--- src/rtl/phase_oscillator.sv ---
// Per-voice timebase: free-running period counter plus an 8-bit phase ramp spread
// evenly over each period by a fractional (Bresenham) accumulator.
module phase_oscillator #(
    parameter int CNT_W   = 19,
    parameter int Q_W     = 8,
    parameter int MIN_DIV = 256
) (
    input  logic             clk,
    input  logic             rst,
    input  logic             en,
    input  logic             sync,
    input  logic [CNT_W-1:0] divisor_in,
    output logic [CNT_W-1:0] count,
    output logic [CNT_W-1:0] divisor,
    output logic [Q_W-1:0]   Q,
    output logic             period_tick
);

    localparam logic [CNT_W:0]   STEP  = (CNT_W+1)'(1) << Q_W;
    localparam logic [CNT_W-1:0] MIN_D = CNT_W'(MIN_DIV);

    logic [CNT_W-1:0] acc;
    logic [CNT_W-1:0] eff_div;
    logic [CNT_W:0]   sum;
    logic [CNT_W:0]   diff;
    logic             take;
    logic             wrap;
    logic             idle;

    // Requests below the minimum would need more than one ramp step per cycle.
    always_comb begin
        eff_div = divisor_in;
        if (divisor_in == '0)
            eff_div = '0;
        else if (divisor_in < MIN_D)
            eff_div = MIN_D;
    end

    assign idle = (divisor == '0);
    assign sum  = {1'b0, acc} + STEP;
    assign diff = sum - {1'b0, divisor};
    assign take = (sum >= {1'b0, divisor});
    assign wrap = (count == divisor - CNT_W'(1));

    always_ff @(posedge clk or posedge rst) begin
        if (rst) begin
            count       <= '0;
            divisor     <= '0;
            Q           <= '0;
            acc         <= '0;
            period_tick <= 1'b0;
        end else if (sync || idle) begin
            // Hard restart, or leaving idle: the new period starts from zero phase.
            count       <= '0;
            acc         <= '0;
            Q           <= '0;
            divisor     <= eff_div;
            period_tick <= 1'b0;
        end else if (en) begin
            if (wrap) begin
                // Frequency changes are only picked up here so the ramp never glitches.
                count       <= '0;
                acc         <= '0;
                Q           <= '0;
                divisor     <= eff_div;
                period_tick <= 1'b1;
            end else begin
                count       <= count + CNT_W'(1);
                period_tick <= 1'b0;
                if (take) begin
                    acc <= diff[CNT_W-1:0];
                    Q   <= Q + Q_W'(1);
                end else begin
                    acc <= sum[CNT_W-1:0];
                end
            end
        end else begin
            period_tick <= 1'b0;
        end
    end

endmodule

--- config.mk ---
export PLATFORM = sky130hd
export DESIGN_NAME = phase_oscillator
export DESIGN_NICKNAME = d
export VERILOG_FILES = /design/src/rtl/phase_oscillator.sv
export SDC_FILE = /design/constraint.sdc
export NUM_CORES = 1
export LEC_CHECK = 0
export BUFFER_PORTS_ARGS = -buffer_cell sky130_fd_sc_hd__buf_2
export CORE_ASPECT_RATIO = 1.2
export CORE_MARGIN = 8
export CORE_UTILIZATION = 63
export DETAILED_ROUTE_END_ITERATION = 8
export GPL_TIMING_DRIVEN = 0
export PLACE_DENSITY = 0.86
export SYNTH_ARGS = -nofsm -noshare
export SYNTH_HDL_FRONTEND = slang
export SYNTH_SLANG_ARGS = --single-unit
export TNS_END_PERCENT = 50
--- constraint.sdc ---
create_clock -name clk -period 9.6 [get_ports clk]
set_input_delay 0 -clock clk [delete_from_list [all_inputs] [get_ports clk]]
set_output_delay 0 -clock clk [all_outputs]
set_load 0.01 [all_outputs]
==> out/metrics.cfg, run 1 <==
[power_and_ir_drop]
seqPwrFrac_pct = 44.3
p_comb_share_pct = 22.3
p_sw_uw = 229.0
swShare_pct = 32.91
p_leak_uw = 0.002765
power_density_nw_per_um2 = 115.5
p_int_uw = 466.8
clock_power_share_pct = 33.4
peakVddDrop_mv = 0.09303

[grt]
grt-ovfl-total = 0
antenna_found_initial = 0
grt_pass1_vias = 5173
gr-usage-all-layers_pct = 27.66
grt_first_pass_wirelength_mm = 25.19
grt_max_degree = 42

[cts]
clockBufferDepth = 2
cts_root_buf = clkbuf_8
insertion_delay_ns = 0.36
cts_tree = done
numCtsBuffers = 9
htree_levels = 3
cts.sinks = 66
cts.repair.resized = 0
path_clk_slew_ns = 0.08
hold_buffers = 20
post_cts_buffers = 0

[floorplan]
die-area_um2 = 11330
num_io_pins = 70
rows = 36
coreArea_um2 = 8018
dieWidth_um = 98.52
die_h_um = 115.0
start_util_pct = 64.20

[setup_path]
end_kind = register
cp-start-kind = register
critPathBufInv = 2
criticalPathCategory = reg -> reg
cp_top_family = simple AND/OR/NAND/NOR gates
critPathSlowestCell = clkbuf_1
crit_arrival_ns = 4.34
slowest_delay_ns = 0.42
crit_chain = clkbuf_1 -> nand3_1 -> xnor2_1 -> ha_1 -> and4_1 -> nand4_1 -> nand3b_1 -> o2111ai_1 -> a21oi_1 -> nor2_1 -> buf_2 -> nor2_1 -> a211oi_1
critPathMaxFanout = 10
path_common_cell = nor2_1
cp.required_ns = 9.86

[sta]
finalClockSkew_ns = 0.01152
hold_viol = 0
max_freq_mhz = 245.3
final-setup-viol-count = 0
fin_tns_setup_ns = 0
tightest_slew_ns = 0.6396
timing.hold.ws_ns = 0.04226
layout_min_cycle_time_ns = 4.077
slew_violations = 0
period_share_pct = 42.47
max_slew_margin_pct = 57.36
rsz0062_at_grt = false

[drt]
ant_nets = 0
avgRoutedWirePerCell_um = 19.60
drc = 0
first_pass_iters = 5
num_vias = 5302
totalWireLength_mm = 15.56
vias_per_cell = 6.678
dr.first_iter.drc_count = 430

[synthesis]
ys.flop_type = dfrtp_1
synth-edff-count = 0
post-synth-top-area-fraction_pct = 32.09
yosysWarnings = 0
syn_avg_cell_area_um2 = 8.680
synth_area_um2 = 5147
synth_cells = 593
synth.distinct_cells = 65
syn_nets = 640
synth_top_cell_by_area = dfrtp_1
synth_seq_area_share_pct = 32.09
async_flop_share_pct = 100.0
ys_ff_latch = 66
synth_area_leaders = dfrtp_1, xnor2_1, ha_1

[cells_and_area]
antenna_cells = 0
area_delta_synth_final_pct = 16.99
fin_util_pct = 75.11
fillers = 613
layout-drive-gt1-share_pct = 17.88
nets = 741

[placement]
dpl.hpwl_mm = 11.34
gp_congestion = 1.014
port_buffers = 69

[min_path]
min_path_type = in -> reg

[status]
status = finished clean

[flow_run]
cap_violations = 0

==> power by group through the flow <==
stage	registers (µW)	logic, µW	clock network [µW]
2_1_floorplan	312	98.6	0
3_3_place_gp	312	139	0
3_5_place_dp	313	145	0
4_1_cts	307	152	231
5_1_grt	309	170	242
6_report	308	155	232
==> path summary, 6_finish.rpt <==
check / startpoint / slack [ns] / end / cells past startpoint
max: acc[10] / 5.52 / acc[0] / 13
min: en / 0.04 / acc[10] / 3
max reg2reg: acc[10] / 5.52 / acc[0] / 13
min reg2reg: acc[18] / 0.54 / acc[18] / 2
max in group asynchronous: rst / 8.71 / count[18] / 4
min in group asynchronous: rst / 0.25 / acc[4] / 3
==> cell type report <==
cell class / instances / area [µm²] / share of cell area (%)
buffer: 26 / 127.6 / 2.119
clock buffer: 12 / 165.2 / 2.743
clock inverter: 4 / 25.02 / 0.4155
inverter: 29 / 108.9 / 1.808
multi-input combinational: 472 / 3259 / 54.12
sequential: 66 / 1652 / 27.43
tap: 95 / 118.9 / 1.974
timing repair buffer: 90 / 565.5 / 9.391
==> flip-flops by register name, indices dropped and copies added (netlist names) <==
signal,cells
Q,8
acc,19
count,19
divisor,19
period_tick,1
==> worst reg2reg max path: cells and delay by family (launching register included) <==
kind,cells,cell delay (ns)
AO/OA/AOI/OAI,3,0.61
AND/OR/NAND/NOR,6,1.69
buffers and inverters,2,0.79
XOR/XNOR,1,0.21
flip-flops,1,0.33
adder cells (fa/ha/maj),1,0.36
==> cell usage in the layout, fill, tap and decap left out, drive strengths merged, types with 11 or more instances in the layout <==
cell         instances
buf                 80
dfrtp               66
nor2                49
nand2               47
nand3               37
xnor2               35
a21oi               28
inv                 28
clkbuf              28
ha                  23
o21ai               21
dlygate4sd3         20
xor2                19
mux2i               16
nand4               15
a31o                14
nor4                14
a21o                12
nor3                11
==> layer usage <==
metal | vias to the layer above | share of wire, % | track usage (%)
met3 | 58 | 8.2 | 6.420
met4 | 0 | 3.7 | 11.90
li1 | 2389 | - | -
met2 | 295 | 49 | 47.93
met1 | 2560 | 39 | 32.11
met5 | - | 0 | 0
==> through the flow <==
stage | instances | setup slack [ns] | power [µW] | cell area, µm²
6_report | 794 | 5.523 | 695.7 | 6022
5_1_grt | 794 | 5.384 | 721.5 | 6022
2_1_floorplan | 593 | 6.232 | 410.4 | 5147
3_5_place_dp | 758 | 5.677 | 457.4 | 5632
3_3_place_gp | 757 | 5.845 | 451.0 | 5612
4_1_cts | 794 | 5.639 | 689.9 | 6022
==> cells in the mapped netlist, types with 3 or more instances <==
library cell,n
clkbuf_1,16
or4_1,7
dfrtp_1,66
a31oi_1,5
buf_2,3
mux2_1,4
nor2_1,48
and2_1,5
a211oi_1,8
nand2_1,47
inv_1,28
o22ai_1,3
or2_2,3
xnor2_1,35
o21ai_0,21
a21oi_1,28
a31o_2,14
a22o_1,10
mux2i_1,16
xor2_1,19
mux2_2,6
o31ai_1,3
buf_4,3
nand2b_1,4
nand3_1,37
or3_1,5
nor2b_1,5
o2111ai_1,3
nand4_1,15
and3_1,9
a311o_1,5
nor4_1,12
nor4b_1,3
nor3_1,10
nand4b_1,6
a21o_1,12
o21a_1,4
nand3b_1,9
ha_1,23
==> cells by family (layout without fill, tap and decap cells) <==
family | Yosys count | in the layout | share of synthesized area [%]
multiplexers | 26 | 26 | 5.299
buffers and inverters | 55 | 161 | 4.594
flip-flops | 66 | 66 | 32.09
AND/OR/NAND/NOR | 235 | 235 | 24.74
AO/OA/AOI/OAI | 133 | 133 | 18.11
adder cells (fa/ha/maj) | 24 | 24 | 5.980
XOR/XNOR | 54 | 54 | 9.188
Power figures use the tool's default switching activity.
==> run 2, diff against run 1 <==
- ABC_AREA: not set -> 1
- CORE_UTILIZATION: 63 -> 54
- PLACE_DENSITY: 0.86 -> 0.78
- clock period: 9.6 -> 3.6 ns (I/O delays scaled with it)
==> run 2 against run 1 <==
Effect of this change: hold slack lost 0.034 ns; sequential share of layout area decreased by 1.8 points; core utilization down 11 points; final cell count increased by 35%; synthesized cell count up 43%; clock skew down 0.0025 ns; count of clock-buffer cells in the layout up 1; combinational power rose to 5.4 times the previous value; critical path type unchanged; highest routed layer unchanged.
==> out/metrics.cfg, run 2 <==
[power_and_ir_drop]
peakVddDrop_mv = 0.2539  ; +170%
power_density_nw_per_um2 = 400.5  ; +250%
p_leak_uw = 0.003450  ; +25%

[setup_path]
cp-start-kind = register
worstRegToRegCells = 17  ; +4
critPathSlowestCell = dfrtp_1
criticalPathCategory = reg -> reg
crit_arrival_ns = 3.44  ; -0.90 ns
critPathLaunch = acc[8]
critPathMaxFanout = 10  ; unchanged
crit_chain = ha_1 -> nand2_1 -> nor4_1 -> nor2_1 -> ha_1 -> nand2_1 -> nor3_1 -> nand3_1 -> nand3_1 -> nand2_1 -> nand2_2 -> nand2_2 -> inv_2 -> buf_2 -> nand2_1 -> nand2_1 -> nor2_1
timing.rr.start = acc[8]
end_kind = register
path_common_cell = nand2_1
cp.required_ns = 3.82  ; -6.04 ns
slowest_delay_ns = 0.40  ; -0.02 ns

[sta]
setup_ws_ns = 0.3808  ; -5.142 ns
tightest_slew_ns = 0.8264  ; +0.1868 ns
finalClockSkew_ns = 0.009016  ; -0.002501 ns
period_share_pct = 89.42  ; +47 points
hold_viol = 0  ; unchanged
max_freq_mhz = 310.6  ; +27%
fin_tns_setup_ns = 0  ; unchanged
max_slew_margin_pct = 44.90  ; -12 points
layout_min_cycle_time_ns = 3.219  ; -0.8582 ns
final-setup-viol-count = 0  ; unchanged
slew_violations = 0  ; unchanged
rsz0062_at_grt = false

[synthesis]
yosysWarnings = 0  ; unchanged
synth_cells = 849  ; +43%
synth_area_um2 = 5525  ; +7.3%
synth.distinct_cells = 38  ; -42%
synth_common_cells = nand2_1, nor2_1, inv_1
async_flop_share_pct = 100.0  ; unchanged
synth.most_common_cell = nand2_1
synth-edff-count = 0  ; unchanged
post-synth-top-area-fraction_pct = 29.89  ; -2.2 points
synth_seq_area_share_pct = 29.89  ; -2.2 points
synth_area_leaders = dfrtp_1, nand2_1, nor2_1
ys_ff_latch = 66  ; unchanged
syn_avg_cell_area_um2 = 6.508  ; -25%
synth_top_cell_by_area = dfrtp_1
ys.flop_type = dfrtp_1
syn_nets = 896  ; +40%

[placement]
port_buffers = 69  ; unchanged
gp_congestion = 0.9266  ; -8.6%
place_ws_ns = 0.2546  ; -5.422 ns
dpl.hpwl_mm = 12.50  ; +10%

[floorplan]
start_util_pct = 55.20  ; -9.0 points
rows = 40  ; +11%
num_io_pins = 70  ; unchanged
die_h_um = 126.8  ; +10%
die-area_um2 = 13740  ; +21%
dieWidth_um = 108.3  ; +10%
coreArea_um2 = 10010  ; +25%

[cells_and_area]
antenna_cells = 0  ; unchanged
nets = 988  ; +33%
final_cell_mix = nand2_1, nor2_1, inv_1
fillers = 974  ; +59%
layout_commonest_cell = nand2_1
layout-drive-gt1-share_pct = 12.79  ; -5.1 points
fin_util_pct = 64.38  ; -11 points
largestRegisters = acc: 19 flops, count: 19 flops, divisor: 19 flops
area_delta_synth_final_pct = 16.62

[min_path]
min_from = divisor_in[0]
min_path_type = in -> reg
hold-path-cell-count = 5  ; +2

[cts]
cts_root_buf = clkbuf_16
cts_tree = done
numCtsBuffers = 9  ; unchanged
cts.sinks = 66  ; unchanged
insertion_delay_ns = 0.34  ; -0.02 ns
clockBufferDepth = 2  ; unchanged
path_clk_slew_ns = 0.06  ; -0.02 ns
post_cts_buffers = 0  ; unchanged
htree_levels = 3  ; unchanged

[grt]
gr-usage-all-layers_pct = 24.47  ; -3.2 points
grt_pass1_vias = 5550  ; +7.3%
grt-ovfl-total = 0  ; unchanged
grt_max_degree = 67  ; +60%
antenna_found_initial = 0  ; unchanged
grt_first_pass_wirelength_mm = 26.97  ; +7.1%

[drt]
drc = 0  ; unchanged
avgRoutedWirePerCell_um = 15.25  ; -22%
vias_per_cell = 5.365  ; -20%
ant_nets = 0  ; unchanged
dr.first_iter.drc_count = 326  ; -24%
first_pass_iters = 5  ; unchanged
totalWireLength_mm = 16.35  ; +5.1%
num_vias = 5751  ; +8.5%

[flow_run]
cap_violations = 0  ; unchanged

[status]
status = finished clean

==> run 2: changes by cell type in the layout (fill, tap and decap cells not counted), moves of 10 or more <==
cell and change:
o22ai_1 +10, xnor2_1 -20, xor2_1 +18, a31o_2 -14, a22o_1 -10, inv_1 +69
nand2_1 +221, nor2_1 +49, clkbuf_8 -12, mux2i_1 -16, a21o_1 -12, nand3_1 +35
==> run 2: power breakdown <==
group	leakage (µW)	switching [µW]	internal, µW
clock	0.000138	324	535
combinational	0.00243	536	303
sequential	0.000885	88.1	794
total	0.00345	949	1630
==> run 2: cell type report <==
class / count / area (µm²) / area share, %
plain buffers: 20 / 112.6 / 1.748
clock buffers: 13 / 240.2 / 3.728
well taps: 126 / 157.7 / 2.447
multi-input cells: 660 / 3387 / 52.56
clock inverters: 3 / 40.04 / 0.6214
inverters: 103 / 389.1 / 6.039
repair buffers: 81 / 465.4 / 7.223
flip-flops and latches: 66 / 1652 / 25.63
==> run 2: worst paths after layout <==
check                             endpoint  slack [ns]
worst max-delay path                acc[6]        0.38
worst min-delay path            divisor[0]       0.009
worst max register to register      acc[6]        0.38
worst min register to register      acc[0]        0.51
max in group asynchronous        count[18]        2.68
min in group asynchronous       divisor[2]        0.38
==> run 2: cells by family (layout without fill, tap and decap cells) <==
family | count (synthesis) | in the layout | share of synthesized area (%)
fa+ha+maj | 24 | 24 | 5.571
compound gates | 75 | 75 | 7.405
buf+inv | 123 | 220 | 9.012
flops | 66 | 66 | 29.89
xor+xnor | 52 | 52 | 8.243
simple gates | 509 | 509 | 39.88
==> run 2: what timing repair did <==
action                                  in CTS  in global routing
hold buffers                                12                  0
hold endpoints to repair                    77                  0
endpoints found under the setup margin       0                 13
resized for setup                            0                  4
==> run 2: metrics by stage <==
step	power, µW	cells	hold WS (ns)	area (µm²)
2_1_floorplan	1469	849	0.1446	5525
3_3_place_gp	1691	1044	0.2505	6028
3_5_place_dp	1701	1044	0.2277	6031
5_1_grt	2738	1072	0.04293	6444
6_report	2581	1072	0.008574	6444
4_1_cts	2578	1072	0.008921	6431
==> run 2: routing by layer <==
layer	vias to the layer above	GRT usage, %	routed length [µm]
met5	-	0	0
met4	0	9.927	476
met3	33	5.319	1173
met2	202	39.71	7725
met1	2620	30.56	6976
li1	2896	-	-
==> run 2: critical path: cells and delay by family (launching register included) <==
kind | cells | cell delay (ns)
simple gates | 13 | 1.70
buf+inv | 2 | 0.35
flops | 1 | 0.40
fa+ha+maj | 2 | 0.64
==> run 3, diff against run 2 <==
- CORE_UTILIZATION: 54 -> 40
- CTS_CLUSTER_DIAMETER: not set -> 80
- PLACE_DENSITY: 0.78 -> 0.61
==> run 3 against run 2 <==
Effect of this change: clock power is 4.5% lower; setup slack worse by 0.016 ns; routed wire length grew 3.1%; register-to-register slack got worse by 0.02 ns; critical endpoint is now acc[5].
==> out/metrics.cfg, run 3 (same netlist as run 2, synthesis figures left out) <==
[setup_path]
cp-start-kind = register
end_kind = register
critPathMaxFanout = 10  ; unchanged
cp.required_ns = 3.83  ; about the same
criticalPathCategory = reg -> reg
crit_arrival_ns = 3.46  ; +0.02 ns

[cts]
htree_levels = 3  ; unchanged
cts_root_buf = clkbuf_16
numCtsBuffers = 9  ; unchanged
clockBufferDepth = 2  ; unchanged
post_cts_buffers = 0  ; unchanged
cts.sinks = 66  ; unchanged
path_clk_slew_ns = 0.06  ; about the same
cts_tree = done
insertion_delay_ns = 0.34  ; about the same

[grt]
grt_max_degree = 67  ; unchanged
antenna_found_initial = 0  ; unchanged
grt_pass1_vias = 5393  ; -2.8%
busiest_layer = met2
grt_util_met2_pct = 32.50  ; -7.2 points
gr-usage-all-layers_pct = 19.76  ; -4.7 points
grt_first_pass_wirelength_mm = 27.44  ; +1.8%
grt-ovfl-total = 0  ; unchanged
met3_usage_pct = 4.542  ; -0.78 points
grt_use_met1_pct = 24.62  ; -5.9 points

[sta]
fin_tns_setup_ns = 0  ; unchanged
hold_viol = 0  ; unchanged
tightest_slew_ns = 1.209  ; +0.3830 ns
max_slew_margin_pct = 18.63  ; -26 points
slew_violations = 0  ; unchanged
period_share_pct = 89.86  ; +0.43 points
rsz0062_at_grt = false
finalClockSkew_ns = 0.01357  ; +0.004555 ns
final-setup-viol-count = 0  ; unchanged
max_freq_mhz = 309.1  ; -0.48%
layout_min_cycle_time_ns = 3.235  ; +0.01562 ns

[cells_and_area]
antenna_cells = 0  ; unchanged
final_cell_mix = nand2_1, nor2_1, inv_1
layout_commonest_cell = nand2_1
layout-drive-gt1-share_pct = 13.02  ; +0.23 points
fillers = 1446  ; +48%
area_delta_synth_final_pct = 17.26
largestRegisters = acc: 19 flops, count: 19 flops, divisor: 19 flops
post-route-cell-area_um2 = 6479  ; +0.54%
nets = 987  ; -0.10%

[min_path]
min_path_type = in -> reg

[flow_run]
cap_violations = 0  ; unchanged

[power_and_ir_drop]
clock_power_share_pct = 32.2  ; -1.1 points
p_comb_share_pct = 33.0  ; +0.5 points
p_int_uw = 1576  ; -3.4%
p_sw_uw = 968.7  ; +2.1%
seqPwrFrac_pct = 34.7  ; +0.5 points
peakVddDrop_mv = 0.1845  ; -27%
swShare_pct = 38.07  ; +1.3 points
p_leak_uw = 0.003449  ; about the same
power_density_nw_per_um2 = 392.8  ; -1.9%

[placement]
placed_area_um2 = 6087  ; +0.93%
dpl.hpwl_mm = 13.25  ; +6.0%
port_buffers = 69  ; unchanged
gp_congestion = 0.9177  ; -0.96%

[floorplan]
start_util_pct = 40.50  ; -15 points
dieWidth_um = 123.3  ; +14%
die_h_um = 144.7  ; +14%
rows = 47  ; +18%
num_io_pins = 70  ; unchanged
coreArea_um2 = 13640  ; +36%
die-area_um2 = 17850  ; +30%

[drt]
ant_nets = 0  ; unchanged
num_vias = 5660  ; -1.6%
totalWireLength_mm = 16.86  ; +3.1%
dr.first_iter.drc_count = 353  ; +8.3%
vias_per_cell = 5.072  ; -5.5%
drc = 0  ; unchanged
avgRoutedWirePerCell_um = 15.11  ; -0.95%
first_pass_iters = 5  ; unchanged

[status]
status = finished clean

[run 3: cell types whose count changed in the layout (fill, tap and decap cells not counted), sizes merged]
cell / change
bufinv: -1
clkbuf: -4
clkinv: +3
clkinvlp: +1
[run 3: critical path, stage by stage (launching register included)]
cell and delay [ns]:
dfrtp_1 0.39, ha_1 0.26, nand2_1 0.10, nor4_1 0.26
nor2_1 0.12, ha_1 0.40, nand2_1 0.10, nor3_1 0.28
nand3_1 0.14, nand3_1 0.12, nand2_1 0.07, nand2_2 0.19
nand2_2 0.17, inv_2 0.12, buf_2 0.22, nand2_1 0.08
nand2_1 0.07, nor2_1 0.04
[run 3: timing repair]
| action | 4_1_cts | 5_1_grt |
|---|---|---|
| hold buffers | 12 | 0 |
| gates resized for setup | 0 | 3 |
| endpoints found under the hold margin | 77 | 0 |
| endpoints found under the setup margin | 0 | 18 |
[run 3: layer usage]
layer  up-vias  share of wire [%]  wire length (µm)
met5         -                  0                 0
met4         0                2.5               424
met3        28                5.5               935
met2       152                 47              7901
met1      2568                 45              7600
li1       2912                  -                 -
[run 3: cell type report]
cell class | count | area, µm² | share of cell area, %
buffer | 19 | 108.9 | 1.680
clock buffer | 10 | 239.0 | 3.689
timing repair buffer | 81 | 465.4 | 7.184
inverter | 103 | 389.1 | 6.006
clock inverter | 6 | 32.53 | 0.5021
sequential | 66 | 1652 | 25.49
multi-input combinational | 660 | 3378 | 52.14
tap | 171 | 214.0 | 3.302
[run 3: through the flow]
stage / hold WS, ns / worst slack (ns) / util (%) / instances / total power (µW)
after global placement: 0.2547 / 0.1310 / 44.60 / 1089 / 1712
after CTS: 0.01594 / 0.1449 / 47.49 / 1117 / 2560
final: 0.02298 / 0.3652 / 47.49 / 1116 / 2545
after global routing: 0.03997 / 0.07638 / 47.49 / 1116 / 2710
after floorplan: 0.1446 / 0.9168 / - / 849 / 1469
after detailed placement: 0.2274 / 0.1656 / 44.62 / 1089 / 1716
[run 3: power by group through the flow]
stage	sequential, µW	clock [µW]	combinational [µW]
2_1_floorplan	876	0	594
3_3_place_gp	895	0	817
3_5_place_dp	894	0	822
4_1_cts	881	840	839
5_1_grt	891	867	953
6_report	884	820	841
[run 3: path summary, 6_finish.rpt]
kind                              endpoint  cells past startpoint  slack, ns          start
min in group asynchronous       divisor[2]                      3       0.39            rst
max in group asynchronous           acc[6]                      3       2.68            rst
worst min register to register      acc[0]                      2       0.51         acc[0]
worst max register to register      acc[5]                     17       0.37         acc[8]
worst min-delay path            divisor[0]                      5       0.02  divisor_in[0]
worst max-delay path                acc[5]                     17       0.37         acc[8]
